[src/rtl/song_player_ctrl_if.sv]
// Control, status and song-ROM signals of the song player sequencer.
// The master side drives control and ROM data; the slave side is the sequencer.
interface song_player_ctrl_if;
    logic        play;
    logic        stop;
    logic        pause;
    logic        loop_en;
    logic [3:0]  song_sel;
    logic [3:0]  rom_note;
    logic [15:0] rom_duration;
    logic [4:0]  rom_address;
    logic [3:0]  rom_song;
    logic [3:0]  note_out;
    logic        note_valid;
    logic        busy;
    logic        song_done;

    modport master (
        output play, stop, pause, loop_en, song_sel, rom_note, rom_duration,
        input  rom_address, rom_song, note_out, note_valid, busy, song_done
    );

    modport slave (
        input  play, stop, pause, loop_en, song_sel, rom_note, rom_duration,
        output rom_address, rom_song, note_out, note_valid, busy, song_done
    );
endinterface

[src/rtl/song_player_ctrl.sv]
// Song sequencer: walks the song ROM, times each entry with a prescaled tick and
// inserts a silence gap at the end of every note so repeated notes stay distinct.
module song_player_ctrl #(
    parameter int unsigned TICK_DIV  = 100000,
    parameter int unsigned GAP_TICKS = 200
) (
    input logic               clk,
    input logic               rst_n,
    song_player_ctrl_if.slave io_bus
);

    localparam int unsigned PsW     = (TICK_DIV > 1) ? $clog2(TICK_DIV) : 1;
    localparam logic [PsW-1:0] PsMax = PsW'(TICK_DIV - 1);
    localparam logic [15:0] GapLen  = 16'(GAP_TICKS);

    typedef enum logic [2:0] {StIdle, StFetch, StPlay, StGap, StDone} state_e;

    state_e         r_state;
    logic [PsW-1:0] r_presc;
    logic [15:0]    r_cnt;
    logic [15:0]    r_gap;
    logic [4:0]     r_addr;
    logic [3:0]     r_song;
    logic [3:0]     r_note;
    logic           r_valid;

    logic        w_run;
    logic        w_tick;
    logic        w_cnt_last;
    logic        w_advance;
    logic [15:0] w_play_len;
    logic [15:0] w_gap_len;

    assign w_run      = (r_state == StPlay || r_state == StGap) && !io_bus.pause;
    assign w_tick     = w_run && (r_presc == PsMax);
    assign w_cnt_last = (r_cnt == 16'd1);
    // Note slot finished: end of gap, or end of play when the entry has no gap.
    assign w_advance  = w_tick && w_cnt_last &&
                        (r_state == StGap || (r_state == StPlay && r_gap == 16'd0));

    always_comb begin
        if (io_bus.rom_duration > GapLen) begin
            w_play_len = io_bus.rom_duration - GapLen;
            w_gap_len  = GapLen;
        end else begin
            w_play_len = io_bus.rom_duration;
            w_gap_len  = 16'd0;
        end
    end

    always_ff @(posedge clk or negedge rst_n) begin
        if (!rst_n) begin
            r_state <= StIdle;
            r_presc <= '0;
            r_cnt   <= 16'd0;
            r_gap   <= 16'd0;
            r_addr  <= 5'd0;
            r_song  <= 4'd0;
            r_note  <= 4'd0;
            r_valid <= 1'b0;
        end else if (io_bus.stop) begin
            r_state <= StIdle;
            r_presc <= '0;
            r_cnt   <= 16'd0;
            r_addr  <= 5'd0;
            r_note  <= 4'd0;
            r_valid <= 1'b0;
        end else begin
            if (w_run) begin
                r_presc <= (r_presc == PsMax) ? '0 : r_presc + 1'b1;
            end

            unique case (r_state)
                StIdle: begin
                    if (io_bus.play) begin
                        r_song  <= io_bus.song_sel;
                        r_addr  <= 5'd0;
                        r_presc <= '0;
                        r_state <= StFetch;
                    end
                end
                StFetch: begin
                    if (io_bus.rom_duration == 16'd0) begin
                        // Looping from address 0 would spin forever on an empty song.
                        if (io_bus.loop_en && r_addr != 5'd0) begin
                            r_addr <= 5'd0;
                        end else begin
                            r_note  <= 4'd0;
                            r_valid <= 1'b0;
                            r_state <= StDone;
                        end
                    end else begin
                        r_cnt   <= w_play_len;
                        r_gap   <= w_gap_len;
                        r_note  <= io_bus.rom_note;
                        r_valid <= (io_bus.rom_note != 4'd0);
                        r_state <= StPlay;
                    end
                end
                StPlay: begin
                    if (io_bus.pause) begin
                        r_valid <= 1'b0;
                    end else begin
                        r_valid <= (r_note != 4'd0);
                        if (w_tick) begin
                            if (!w_cnt_last) begin
                                r_cnt <= r_cnt - 16'd1;
                            end else if (r_gap != 16'd0) begin
                                r_cnt   <= r_gap;
                                r_valid <= 1'b0;
                                r_state <= StGap;
                            end
                        end
                    end
                end
                StGap: begin
                    if (w_tick && !w_cnt_last) begin
                        r_cnt <= r_cnt - 16'd1;
                    end
                end
                StDone: begin
                    r_addr  <= 5'd0;
                    r_state <= StIdle;
                end
                default: r_state <= StIdle;
            endcase

            if (w_advance) begin
                r_valid <= 1'b0;
                r_presc <= '0;
                if (r_addr == 5'd31 && !io_bus.loop_en) begin
                    r_note  <= 4'd0;
                    r_state <= StDone;
                end else begin
                    r_addr  <= (r_addr == 5'd31) ? 5'd0 : r_addr + 5'd1;
                    r_state <= StFetch;
                end
            end
        end
    end

    assign io_bus.rom_address = r_addr;
    assign io_bus.rom_song    = r_song;
    assign io_bus.note_out    = r_note;
    assign io_bus.note_valid  = r_valid;
    assign io_bus.busy        = (r_state != StIdle);
    assign io_bus.song_done   = (r_state == StDone);

endmodule
[src/flat_wrapper.sv]
// flat-port wrapper written by rule: the top's interface ports become plain ports
module song_player_ctrl_flat 
#(
    parameter int unsigned TICK_DIV  = 100000,
    parameter int unsigned GAP_TICKS = 200
)
  (clk, rst_n, io_bus_play, io_bus_stop, io_bus_pause, io_bus_loop_en, io_bus_song_sel, io_bus_rom_note, io_bus_rom_duration, io_bus_rom_address, io_bus_rom_song, io_bus_note_out, io_bus_note_valid, io_bus_busy, io_bus_song_done);
  song_player_ctrl_if io_bus_i ();
  input logic clk;
  input logic rst_n;
  input wire logic [$bits(io_bus_i.play)-1:0] io_bus_play;
  input wire logic [$bits(io_bus_i.stop)-1:0] io_bus_stop;
  input wire logic [$bits(io_bus_i.pause)-1:0] io_bus_pause;
  input wire logic [$bits(io_bus_i.loop_en)-1:0] io_bus_loop_en;
  input wire logic [$bits(io_bus_i.song_sel)-1:0] io_bus_song_sel;
  input wire logic [$bits(io_bus_i.rom_note)-1:0] io_bus_rom_note;
  input wire logic [$bits(io_bus_i.rom_duration)-1:0] io_bus_rom_duration;
  output wire logic [$bits(io_bus_i.rom_address)-1:0] io_bus_rom_address;
  output wire logic [$bits(io_bus_i.rom_song)-1:0] io_bus_rom_song;
  output wire logic [$bits(io_bus_i.note_out)-1:0] io_bus_note_out;
  output wire logic [$bits(io_bus_i.note_valid)-1:0] io_bus_note_valid;
  output wire logic [$bits(io_bus_i.busy)-1:0] io_bus_busy;
  output wire logic [$bits(io_bus_i.song_done)-1:0] io_bus_song_done;
  assign io_bus_i.play = io_bus_play;
  assign io_bus_i.stop = io_bus_stop;
  assign io_bus_i.pause = io_bus_pause;
  assign io_bus_i.loop_en = io_bus_loop_en;
  assign io_bus_i.song_sel = io_bus_song_sel;
  assign io_bus_i.rom_note = io_bus_rom_note;
  assign io_bus_i.rom_duration = io_bus_rom_duration;
  assign io_bus_rom_address = io_bus_i.rom_address;
  assign io_bus_rom_song = io_bus_i.rom_song;
  assign io_bus_note_out = io_bus_i.note_out;
  assign io_bus_note_valid = io_bus_i.note_valid;
  assign io_bus_busy = io_bus_i.busy;
  assign io_bus_song_done = io_bus_i.song_done;
  song_player_ctrl #(.TICK_DIV(TICK_DIV), .GAP_TICKS(GAP_TICKS)) u_core (.clk(clk), .rst_n(rst_n), .io_bus(io_bus_i));
endmodule
[config.mk]
export PLATFORM = sky130hd
export DESIGN_NAME = song_player_ctrl_flat
export DESIGN_NICKNAME = d
export VERILOG_FILES = /design/src/rtl/song_player_ctrl_if.sv /design/src/rtl/song_player_ctrl.sv /design/src/flat_wrapper.sv
export SDC_FILE = /design/constraint.sdc
export NUM_CORES = 1
export LEC_CHECK = 0
export ABC_AREA = 1
export CORE_ASPECT_RATIO = 1.5
export CORE_UTILIZATION = 59
export CTS_BUF_LIST = sky130_fd_sc_hd__clkbuf_8
export DETAILED_ROUTE_END_ITERATION = 6
export GPL_ROUTABILITY_DRIVEN = 0
export HOLD_SLACK_MARGIN = 0.15
export PLACE_DENSITY_LB_ADDON = 0.1
export SYNTH_ARGS = -nofsm -noshare
export SYNTH_HDL_FRONTEND = slang
export SYNTH_SLANG_ARGS = --single-unit
[constraint.sdc]
create_clock -name clk -period 2.2 [get_ports clk]
set_input_delay 0.44 -clock clk [delete_from_list [all_inputs] [get_ports clk]]
set_output_delay 0.44 -clock clk [all_outputs]
set_load 0.01 [all_outputs]
==> flow_metrics.py <==
metrics = {
    "run_status": {
        "outcome": "completed",
    },
    "sta": {
        "rsz0062_at_grt": "no",
        "slew_headroom_pct": 55.5,
        "setup_viol": 0,
        "post-route-worst-setup-slack_ps": 53.4,
        "final.period_utilization_pct": 97.6,
        "layout_min_cycle_time_ps": 2150,
        "hold_viol": 0,
        "tns_ps": 0,
        "drv_slew": 0,
        "fmax_mhz": 466,
        "worst_pin_slew_ps": 667,
        "skew_ps": 11.5,
    },
    "min_path": {
        "worstHoldPathType": "input port to asynchronous set/reset pin",
    },
    "logic_synthesis": {
        "synth-edff-count": 0,
        "yosysWarnings": 0,
        "seq_area_frac_synth_pct": 32.3,
        "ys_types": 35,
        "synth_area_leaders": "dfrtp_1 32%, nand2_1 17%, nor2_1 10%",
        "ys_seq_elements": 51,
        "syn_avg_cell_area_um2": 6.34,
        "syn_inst": 624,
        "synthFlopType": "dfrtp_1",
        "syn_nets": 661,
        "yosys.area.top_type": "dfrtp_1",
        "yosys.area.top_type_share_pct": 32.3,
        "synth_area_um2": 3960,
        "postSynth.asyncResetShare_pct": 100,
    },
    "finish": {
        "final_nets": 740,
        "fill_cells": 557,
        "n_antenna_cell": 0,
        "post-route-util_pct": 74.7,
        "stdcell_count": 780,
        "drive_gt1_share_pct": 9.94,
        "area_delta_synth_final_pct": 22.6,
    },
    "power": {
        "powerDensity_nw_per_um2": 840,
        "vdd.ir_drop.worst_mv": 0.833,
        "p_leak_nw": 2.47,
    },
    "floorplanning": {
        "start_util_pct": 61.0,
        "coreArea_um2": 6490,
        "dieHeight_um": 102,
        "io_pins": 46,
        "num_rows": 36,
        "die_w_um": 68.9,
        "die_area_um2": 7040,
    },
    "global_route": {
        "grt_antenna_before_repair": 0,
        "globalRouteTotalUtil_pct": 33.1,
        "grt_pass1_wl_um": 17400,
        "grt_pass1_vias": 4134,
        "grt_max_degree": 52,
        "overflow": 0,
    },
    "setup_path": {
        "worst_ep_required_time_ps": 1760,
        "crit_fanout": 5,
        "critPathKind": "register to output pin",
        "timing.rr.start": "u_core.r_cnt[1]",
        "crit_arrival_ps": 1710,
        "r2r_cells": 10,
        "worstSetupStartpointType": "register",
        "end_kind": "output pin",
        "r2r_setup_slack_ps": 210,
        "r2r-end": "u_core.io_bus.rom_address[4]",
    },
    "detailed_routing": {
        "vias": 4301,
        "drtPass1Iterations": 5,
        "drt_wl_total_um": 10700,
        "drtIter0Drc": 294,
        "via_per_inst": 5.51,
        "drc": 0,
        "antenna_left": 0,
        "wl_per_cell_um": 13.7,
    },
    "clock_tree": {
        "tritoncts": "built",
        "ctsResizeCount": 0,
        "clockBufferDepth": 2,
        "cts_inserted_buffers": 5,
        "cts.sink_count": 51,
        "clk_pin_slew_worst_paths_ps": 100,
        "htreeDepth": 2,
        "cts_hold_buffers": 0,
        "post-cts-setup-buffers": 0,
        "clk_latency_ps": 320,
        "clock-root-buffer": "clkbuf_8",
    },
    "place": {
        "pre_cts_slack_ps": -122,
        "dp_cells": 772,
        "dp_hpwl_um": 8370,
        "portBuffers": 45,
    },
    "run": {
        "drv_cap": 0,
    },
}
-- synth_stat cells, types with 6 or more instances --
cell type	number
a21oi_1	23
dfrtp_1	51
ha_1	7
inv_1	78
nand2_1	180
nand3_1	72
nand4_1	13
nor2_1	107
nor3_1	6
o21ai_0	14
o21ai_1	8
xnor2_1	7
xor2_1	9
-- where the power goes --
part	internal (mW)	switching, mW	total, mW	leakage [nW]
clock network	0.254	0.346	0.601	0.0526
registers	1.14	0.223	1.36	0.680
logic	0.877	1.23	2.11	1.74
total	2.27	1.80	4.07	2.47
-- worst max path at each step --
stage / from / to / slack, ps / cells past startpoint
final: u_core.r_state[2] / io_bus_song_done / 50 / 3
after global routing: u_core.r_state[1] / io_bus_busy / 1 / 5
after CTS: u_core.r_state[1] / io_bus_song_done / 70 / 4
after detailed placement: io_bus_rom_duration[4] / u_core.r_cnt[14] / -120 / 9
after global placement: io_bus_rom_duration[4] / u_core.r_cnt[14] / -70 / 9
after floorplan: u_core.r_presc[0] / u_core.r_cnt[12] / 470 / 11
-- cell usage in the layout (no fill, tap or decap), drive strengths merged --
cell type / count
a21o: 1
a21oi: 23
a31o: 1
a31oi: 1
and2: 1
buf: 37
clkbuf: 6
clkdlybuf4s50: 44
clkinv: 2
dfrtp: 51
ha: 7
inv: 83
mux2: 4
mux2i: 1
nand2: 184
nand3: 74
nand4: 14
nor2: 117
nor3: 6
nor4: 2
o21ai: 22
o21bai: 1
o22ai: 5
or2: 1
xnor2: 7
xor2: 9
-- metrics by stage --
stage | instance area (um2) | total power [mW] | hold WS, ps
finish | 4850 | 4.07 | 217
global route | 4850 | 4.40 | 296
CTS | 4850 | 4.06 | 262
detailed placement | 4750 | 3.45 | 505
global placement | 4750 | 3.39 | 487
floorplan | 3960 | 2.66 | 144
-- area by class of cell --
type,instances,area (um2),area share (%)
clock inverters,2,12.5,0.258
flip-flops and latches,51,1280,26.3
multi-input cells,481,2330,48.0
repair buffers,81,741,15.3
clock buffers,6,82.6,1.70
well taps,76,95.1,1.96
inverters,83,312,6.43
-- per-layer routing --
metal	wire (um)	global-route usage [%]	vias up	part of all wire [%]
li1	-	-	2143	-
met1	4280	34.6	2010	40
met2	5490	58.8	113	51
met3	384	5.92	35	3.6
met4	558	20.9	0	5.2
met5	0	0	-	0
-- registers in the layout, summed over array words and instances, names as in the netlist --
register / flops
u_core.r_presc: 17
u_core.io_bus.note_valid: 1
u_core.r_state: 3
u_core.io_bus.note_out: 4
u_core.r_gap: 1
u_core.r_cnt: 16
u_core.io_bus.rom_address: 5
u_core.io_bus.rom_song: 4
-- critical path, cell delays in order, from the launching register on --
cell and delay [ps]:
dfrtp_1 550, inv_2 90, nor2_1 170, clkdlybuf4s50_1 560
-- cell families after synthesis --
| logic type | count (synthesis) | share of synthesized area [%] |
|---|---|---|
| adder cells (fa/ha/maj) | 7 | 2.21 |
| multiplexers | 5 | 1.39 |
| AO/OA/AOI/OAI | 54 | 7.24 |
| buffers and inverters | 92 | 8.86 |
| flip-flops | 51 | 32.3 |
| AND/OR/NAND/NOR | 399 | 44.5 |
| XOR/XNOR | 16 | 3.54 |
(Power assumes the default switching activity.)
